`src/rtl/tilt_direction_decoder.sv`:
```
// tilt_direction_decoder
//   Turns raw signed accelerometer samples into one-hot move requests for the
//   ball block. Samples are box-averaged over 2^AVG_LOG2 samples. Each average
//   is classified into one of five directions: none, +X, -X, +Y or -Y. A
//   deadzone with hysteresis applies, and the dominant axis wins, with ties
//   going to X. A new direction must repeat for HOLD_SAMPLES consecutive
//   averages before the outputs switch to it.
//
// Ports
//   clk          system clock
//   reset        synchronous, active-high reset
//   accel_x      signed X tilt sample, valid with accel_valid
//   accel_y      signed Y tilt sample, valid with accel_valid
//   accel_valid  one-cycle strobe per sample, any rate including back-to-back
//   x_increment  registered, X tilt positive
//   x_decrement  registered, X tilt negative
//   y_increment  registered, Y tilt positive
//   y_decrement  registered, Y tilt negative
module tilt_direction_decoder #(
  parameter int unsigned DATA_WIDTH   = 12,
  parameter int unsigned AVG_LOG2     = 2,
  parameter int unsigned DEADZONE     = 64,
  parameter int unsigned HYST         = 16,
  parameter int unsigned HOLD_SAMPLES = 2
) (
  input  logic                  clk,
  input  logic                  reset,
  input  logic [DATA_WIDTH-1:0] accel_x,
  input  logic [DATA_WIDTH-1:0] accel_y,
  input  logic                  accel_valid,
  output logic                  x_increment,
  output logic                  x_decrement,
  output logic                  y_increment,
  output logic                  y_decrement
);

  localparam int unsigned DW     = DATA_WIDTH;
  localparam int unsigned ACC_W  = DATA_WIDTH + AVG_LOG2;
  localparam int unsigned CNT_W  = (AVG_LOG2 > 0) ? AVG_LOG2 : 1;
  localparam int unsigned HOLD_W = $clog2(HOLD_SAMPLES + 1);

  typedef enum logic [2:0] {
    DIR_NONE = 3'd0,
    DIR_XP   = 3'd1,
    DIR_XN   = 3'd2,
    DIR_YP   = 3'd3,
    DIR_YN   = 3'd4
  } dir_e;

  // Averaging stage
  logic signed [ACC_W-1:0] r_acc_x;
  logic signed [ACC_W-1:0] r_acc_y;
  logic [CNT_W-1:0]        r_cnt;
  logic signed [DW-1:0]    r_avg_x;
  logic signed [DW-1:0]    r_avg_y;
  logic                    r_avg_vld;

  // Classification and debounce stages
  dir_e                    r_cand;
  logic                    r_cand_vld;
  dir_e                    r_pend;
  logic [HOLD_W-1:0]       r_hold_cnt;
  dir_e                    r_out_dir;

  logic signed [ACC_W-1:0] w_sum_x;
  logic signed [ACC_W-1:0] w_sum_y;
  logic signed [DW-1:0]    w_avg_x;
  logic signed [DW-1:0]    w_avg_y;
  logic                    w_win_done;

  logic [DW-1:0]           w_mag_x;
  logic [DW-1:0]           w_mag_y;
  logic [DW-1:0]           w_dom_mag;
  logic [DW-1:0]           w_thresh;
  dir_e                    w_dir_raw;
  dir_e                    w_cand;

  dir_e                    w_pend_nxt;
  logic [HOLD_W-1:0]       w_cnt_nxt;
  logic                    w_load;

  // |v| with the most negative code saturated to the largest positive one
  function automatic logic [DW-1:0] f_mag(input logic signed [DW-1:0] v);
    logic [DW-1:0] m;
    if (v == $signed({1'b1, {(DW-1){1'b0}}})) begin
      m = {1'b0, {(DW-1){1'b1}}};
    end else if (v[DW-1]) begin
      m = DW'(-v);
    end else begin
      m = DW'(v);
    end
    return m;
  endfunction

  // Running sums include the current sample so the completing sample is counted
  assign w_sum_x    = r_acc_x + ACC_W'($signed(accel_x));
  assign w_sum_y    = r_acc_y + ACC_W'($signed(accel_y));
  assign w_avg_x    = DW'(w_sum_x >>> AVG_LOG2);
  assign w_avg_y    = DW'(w_sum_y >>> AVG_LOG2);
  assign w_win_done = accel_valid && (r_cnt == CNT_W'((1 << AVG_LOG2) - 1));

  // Classify the latched average; hysteresis favours the currently driven direction
  always_comb begin
    w_mag_x   = f_mag(r_avg_x);
    w_mag_y   = f_mag(r_avg_y);
    w_dom_mag = w_mag_x;
    w_dir_raw = DIR_NONE;
    w_thresh  = DW'(DEADZONE);
    w_cand    = DIR_NONE;

    if (w_mag_x >= w_mag_y) begin
      w_dom_mag = w_mag_x;
      w_dir_raw = r_avg_x[DW-1] ? DIR_XN : DIR_XP;
    end else begin
      w_dom_mag = w_mag_y;
      w_dir_raw = r_avg_y[DW-1] ? DIR_YN : DIR_YP;
    end

    if (w_dir_raw == r_out_dir) begin
      w_thresh = DW'(DEADZONE - HYST);
    end

    if (w_dom_mag >= w_thresh) begin
      w_cand = w_dir_raw;
    end
  end

  // Debounce: count consecutive equal candidates, saturating at HOLD_SAMPLES
  always_comb begin
    w_pend_nxt = r_pend;
    w_cnt_nxt  = r_hold_cnt;
    if (r_cand == r_pend) begin
      if (r_hold_cnt >= HOLD_W'(HOLD_SAMPLES)) begin
        w_cnt_nxt = HOLD_W'(HOLD_SAMPLES);
      end else begin
        w_cnt_nxt = r_hold_cnt + HOLD_W'(1);
      end
    end else begin
      w_pend_nxt = r_cand;
      w_cnt_nxt  = HOLD_W'(1);
    end
    w_load = r_cand_vld && (w_cnt_nxt == HOLD_W'(HOLD_SAMPLES));
  end

  // Pipeline: window done -> avg latched; +1 -> candidate; +2 -> debounce/outputs
  always_ff @(posedge clk) begin
    if (reset) begin
      r_acc_x     <= '0;
      r_acc_y     <= '0;
      r_cnt       <= '0;
      r_avg_x     <= '0;
      r_avg_y     <= '0;
      r_avg_vld   <= 1'b0;
      r_cand      <= DIR_NONE;
      r_cand_vld  <= 1'b0;
      r_pend      <= DIR_NONE;
      r_hold_cnt  <= '0;
      r_out_dir   <= DIR_NONE;
      x_increment <= 1'b0;
      x_decrement <= 1'b0;
      y_increment <= 1'b0;
      y_decrement <= 1'b0;
    end else begin
      r_avg_vld <= w_win_done;
      if (accel_valid) begin
        if (w_win_done) begin
          r_acc_x <= '0;
          r_acc_y <= '0;
          r_cnt   <= '0;
          r_avg_x <= w_avg_x;
          r_avg_y <= w_avg_y;
        end else begin
          r_acc_x <= w_sum_x;
          r_acc_y <= w_sum_y;
          r_cnt   <= r_cnt + CNT_W'(1);
        end
      end

      r_cand_vld <= r_avg_vld;
      if (r_avg_vld) begin
        r_cand <= w_cand;
      end

      if (r_cand_vld) begin
        r_pend     <= w_pend_nxt;
        r_hold_cnt <= w_cnt_nxt;
      end

      // All four outputs reload together so they never overlap
      if (w_load) begin
        r_out_dir   <= w_pend_nxt;
        x_increment <= (w_pend_nxt == DIR_XP);
        x_decrement <= (w_pend_nxt == DIR_XN);
        y_increment <= (w_pend_nxt == DIR_YP);
        y_decrement <= (w_pend_nxt == DIR_YN);
      end
    end
  end

endmodule

```
`config.mk`:
```
export PLATFORM = sky130hd
export DESIGN_NAME = tilt_direction_decoder
export DESIGN_NICKNAME = d
export VERILOG_FILES = /design/src/rtl/tilt_direction_decoder.sv
export SDC_FILE = /design/constraint.sdc
export NUM_CORES = 1
export LEC_CHECK = 0
export CORE_UTILIZATION = 40
export CTS_BUF_LIST = sky130_fd_sc_hd__clkbuf_4
export DETAILED_ROUTE_END_ITERATION = 12
export HOLD_SLACK_MARGIN = 0.03
export PLACE_DENSITY = 0.54
export SETUP_SLACK_MARGIN = 0.15
export SYNTH_ARGS = -nofsm -noshare
export SYNTH_HDL_FRONTEND = slang
export SYNTH_SLANG_ARGS = --single-unit
```
`constraint.sdc`:
```
create_clock -name clk -period 6.6 [get_ports clk]
set_clock_uncertainty 0.1 [all_clocks]
set_input_delay 1.32 -clock clk [delete_from_list [all_inputs] [get_ports clk]]
set_output_delay 1.32 -clock clk [all_outputs]
set_load 0.01 [all_outputs]
```
==> flow_results.org <==
** Run status
- The run finished with clean final reports.

** Floorplanning
- Cell row count :: 40
- Initial Utilization :: 41.7%
- Die outline area :: 13200 um2
- Die boundary width :: 115 um
- For this design the top-level I/O count stands at 31.
- Die Y :: 115 um
- Core Region :: 12200 um2

** Hold path
- The path with the worst hold slack has its endpoint at r_acc_y[8].
- The worst hold path begins at r_acc_y[8].
- Hold depth :: 2
- Worst hold-check path type :: flop to flop

** Power and ir drop
- The share of total power dissipated in sequential elements is 41.6%.
- Of the total power, the share spent switching nets is 33.1%.
- Combinational share of power :: 30.0%
- Leakage power summed over all cells :: 2.31 nW
- Power share of the clock group :: 28.4%
- Dividing total power by cell area gives a power density of 202 nW/um2.
- In this run the power spent charging and discharging nets is 378 uW.
- VDD sags by at most 0.115 mV.
- Overall power consumption :: 1.14 mW
- Internal power comes to 765 uW.

** Drt
- Count of vias placed by the detailed router :: 4579
- Wire segments on met3 add up to 352 um in the final route.
- The highest metal layer carrying signal wires in the routed design is met4.
- Using the TritonRoute via totals, the vias-per-cell ratio works out to 5.57.
- Remaining routing DRC violations :: 0
- The pre-antenna-repair detailed-routing pass consisted of 4 iterations.
- The detailed router put a total of 6410 um of wire on met1.
- Detail Route Antenna Nets :: 0
- In this run, the number of DRC markers left after iteration 0 of detailed routing was 222.
- The final layout contains routed wiring with a total length of 12700 um.
- After detailed routing, the average wire length per cell comes to 15.4 um.
- The routed design uses 5870 um of met2 wire.

** Timing
- Setup repair after global routing left no endpoint under its margin.
- Worst-case setup margin in the final layout :: 1.08 ns
- Worst slew margin relative to its limit :: 22.6%
- Achievable clock frequency :: 0.181 GHz
- Setup_tns :: 0 ns
- Final period demand of the worst path :: 5.52 ns
- Slew of the pin with the lowest slew margin :: 1.15 ns
- The number of max-slew violations in the final report is 0.
- After layout, the worst path uses 83.7% of the clock period.
- The number of failing hold endpoints at the final stage was 0.
- Setup violations remaining at the end of the flow were counted as 0.

** Placed design
- Minimum setup slack after placement :: 1.12 ns
- Port Buffer Count :: 30
- Including well taps, the total number of placed cells is 806.
- After legalization and detailed placement, the total HPWL measured 9510 um.
- The congestion estimate from routability-driven global placement came to 0.834.

** Synthesis
- The synthesized netlist devotes 11.6% of its cell area to adder and majority cells.
- Counting flops with a built-in enable in the synthesized netlist gives 0.
- The synthesized design contains 71 register bits.
- By area the synthesized netlist is led by sky130_fd_sc_hd__dfxtp_1 28%, sky130_fd_sc_hd__ha_1 11%, sky130_fd_sc_hd__nand2_1 5.0%.
- Post-Synth XOR/XNOR Area :: 6.19%
- Total number of yosys warnings :: 0
- In this run the mean area of a mapped cell was 7.98 um2.
- Synthesis produced a netlist with a net count of 711.
- Complex-gate fraction of the synthesized area :: 22.7%
- Post-synth cell types :: 66
- After synthesis, the largest family of logic cells by area is simple AND/OR/NAND/NOR gates.
- Of the total synthesized cell area, the portion taken by AND, OR, NAND and NOR gates is 23.1%.
- Area share of the largest cell type after synthesis :: 27.9%
- Post-synth design cell area :: 5090 um2
- Of the post-synthesis cell area, the part taken by muxes is 3.61%.
- Of all flip-flops after synthesis, the portion carrying an async set or reset was 0%.
- Share of the yosys chip area belonging to registers :: 27.9%
- Library cell occupying the most area in the post-synthesis netlist :: sky130_fd_sc_hd__dfxtp_1
- Counting every instance in the synthesized netlist gives 638.
- For this run, the leading register cell type out of synthesis is sky130_fd_sc_hd__dfxtp_1.

** Cells and area
- Proportion of layout cells with a drive suffix above 1 :: 5.66%
- The area growth from synthesis to layout is 11.1%.
- Most common library cell in the layout ignoring fill and taps :: sky130_fd_sc_hd__dfxtp_1
- For this run, the share of the core covered by cells in the final layout is 46.3%.
- 0 antenna diodes ended up in the layout.
- Final instance count without filler cells :: 822
- Commonest cells after routing, fill and taps aside :: 71 x sky130_fd_sc_hd__dfxtp_1, 68 x sky130_fd_sc_hd__nand2_1, 68 x sky130_fd_sc_hd__nor2_1
- At the end of the flow, the number of nets in the layout was 722.

** Setup path
- The most numerous cell type found on the critical path is sky130_fd_sc_hd__a221o_1.
- Cell-by-cell listing of the critical path :: or4_4, or2_2, o41ai_1, xor2_1, nand2_1, ha_1, and3_1, a221o_1, a221o_1, mux2i_1, o21a_1, ha_1, nor2b_1, o21ai_0, nand2b_1, a311o_1, o311a_1, a221o_1
- Crit path buf inv count :: 0
- Endpoint kind of the worst setup timing path :: flop
- Counting cells, the worst reg-to-reg path comes to 18.
- CP Depth :: 18
- In this run the worst path has a maximum fanout of 10.
- Across all register-to-register paths, the minimum setup slack is 1.08 ns.
- Data arrival, critical path :: 5.74 ns
- CP max stage cell :: sky130_fd_sc_hd__or4_4
- STA puts the critical path data required time at 6.82 ns.
- For this run, the slowest stage of the critical path takes 0.55 ns.
- Type of the worst setup path :: flop to flop
- In this run the critical register-to-register path is launched from r_avg_x[0].
- STA classifies the critical path startpoint as a flop.
- The worst register-to-register path ends at r_cand[0].
- Broken down by cell family, the worst path's largest delay share belongs to compound AO/OA/AOI/OAI gates.

** Global routing
- Antenna violations before repair :: 0
- Total routing resource utilization after global routing :: 20.6%
- Entering global routing, the biggest net connects 60 pins.
- Via count of the first global-routing pass :: 4276
- For this run the aggregate overflow at the end of global routing stands at 0.
- The first global-routing pass estimated 21300 um of wire.

** Clock tree
- Clock-pin slew was measured on the worst setup and hold paths at 0.12 ns.
- TritonCTS built the clock tree.
- Post-CTS Setup Bufs :: 0
- Clock H-tree levels :: 3
- Clock buffers created by TritonCTS :: 9
- The clock reaches the later pin of the worst-skew pair after 0.42 ns.
- Buffers inserted to repair hold after CTS numbered 0.
- Number of clock sinks :: 71
- No sink is reached through more buffers than the 2 on the longest clock path.
- In this run, post-CTS repair resized a total of 0 instances.
- Clock tree synthesis selected as its root buffer the cell sky130_fd_sc_hd__clkbuf_4.

** Job
- Across the run, the number of max-cap violations was 0.
==> routing by layer <==
metal,vias up,track usage [%]
li1,2354,-
met1,2171,28.4
met2,52,32.8
met3,2,4.01
met4,0,5.63
met5,-,0
==> cells in the mapped netlist, drive strengths merged (10+ instances only) <==
master / instances
a21o: 11
a21oi: 44
and2: 11
buf: 10
clkbuf: 25
dfxtp: 71
ha: 44
inv: 23
mux2i: 15
nand2: 68
nand3: 17
nor2: 68
nor3: 15
o21ai: 30
xnor2: 19
xor2: 17
==> metrics by stage <==
step	hold slack, ns	area (um2)
floorplan	0.329	5090
global placement	0.341	5490
detailed placement	0.351	5490
CTS	0.380	5650
global route	0.403	5650
finish	0.375	5650
==> layout make-up <==
class | instances | area [um2]
Multi-Input combinational cell | 507 | 3430
Clock buffer | 11 | 82.6
Timing Repair Buffer | 35 | 333
Fill cell | 1257 | 6560
Sequential cell | 71 | 1420
Inverter | 25 | 93.8
Clock inverter | 5 | 82.6
Tap cell | 168 | 210
==> worst max-delay path by stage <==
stage	start	endpoint	slack (ns)
floorplan	r_avg_x[2]	r_cand[0]	1.38
global placement	r_avg_x[0]	r_cand[1]	1.26
detailed placement	r_avg_x[0]	r_cand[0]	1.12
CTS	r_avg_x[0]	r_cand[0]	1.07
global route	r_avg_x[1]	r_cand[1]	0.68
finish	r_avg_x[0]	r_cand[0]	1.08
==> power groups by stage <==
stage | Sequential [mW] | Combinational, mW | Clock, mW
after floorplan | 0.479 | 0.260 | 0
after global placement | 0.484 | 0.335 | 0
after detailed placement | 0.485 | 0.339 | 0
after CTS | 0.476 | 0.342 | 0.338
after global routing | 0.480 | 0.387 | 0.357
final | 0.476 | 0.342 | 0.325
==> registers in the layout, summed over array words and instances (netlist names), 2 cells and up <==
| signal | count |
|---|---|
| r_hold_cnt | 2 |
| r_cnt | 2 |
| r_acc_x | 14 |
| r_pend | 3 |
| r_acc_y | 14 |
| r_avg_x | 12 |
| r_cand | 3 |
| r_out_dir | 3 |
| r_avg_y | 12 |
==> logic make-up (layout without fill, tap and decap cells) <==
family	count (synthesis)	count (layout)
flops	71	71
mux	18	18
xor+xnor	36	36
fa+ha+maj	46	46
compound gates	170	170
buf+inv	60	76
simple gates	237	237
==> worst reg2reg max path, stage by stage (launching register included) <==
cell,delay (ns)
sky130_fd_sc_hd__dfxtp_1,0.38
sky130_fd_sc_hd__or4_4,0.55
sky130_fd_sc_hd__or2_2,0.32
sky130_fd_sc_hd__o41ai_1,0.41
sky130_fd_sc_hd__xor2_1,0.17
sky130_fd_sc_hd__nand2_1,0.07
sky130_fd_sc_hd__ha_1,0.31
sky130_fd_sc_hd__and3_1,0.19
sky130_fd_sc_hd__a221o_1,0.34
sky130_fd_sc_hd__a221o_1,0.46
sky130_fd_sc_hd__mux2i_1,0.19
sky130_fd_sc_hd__o21a_1,0.21
sky130_fd_sc_hd__ha_1,0.30
sky130_fd_sc_hd__nor2b_1,0.14
sky130_fd_sc_hd__o21ai_0,0.21
sky130_fd_sc_hd__nand2b_1,0.08
sky130_fd_sc_hd__a311o_1,0.32
sky130_fd_sc_hd__o311a_1,0.36
sky130_fd_sc_hd__a221o_1,0.30
Power figures use the tool's default switching activity.
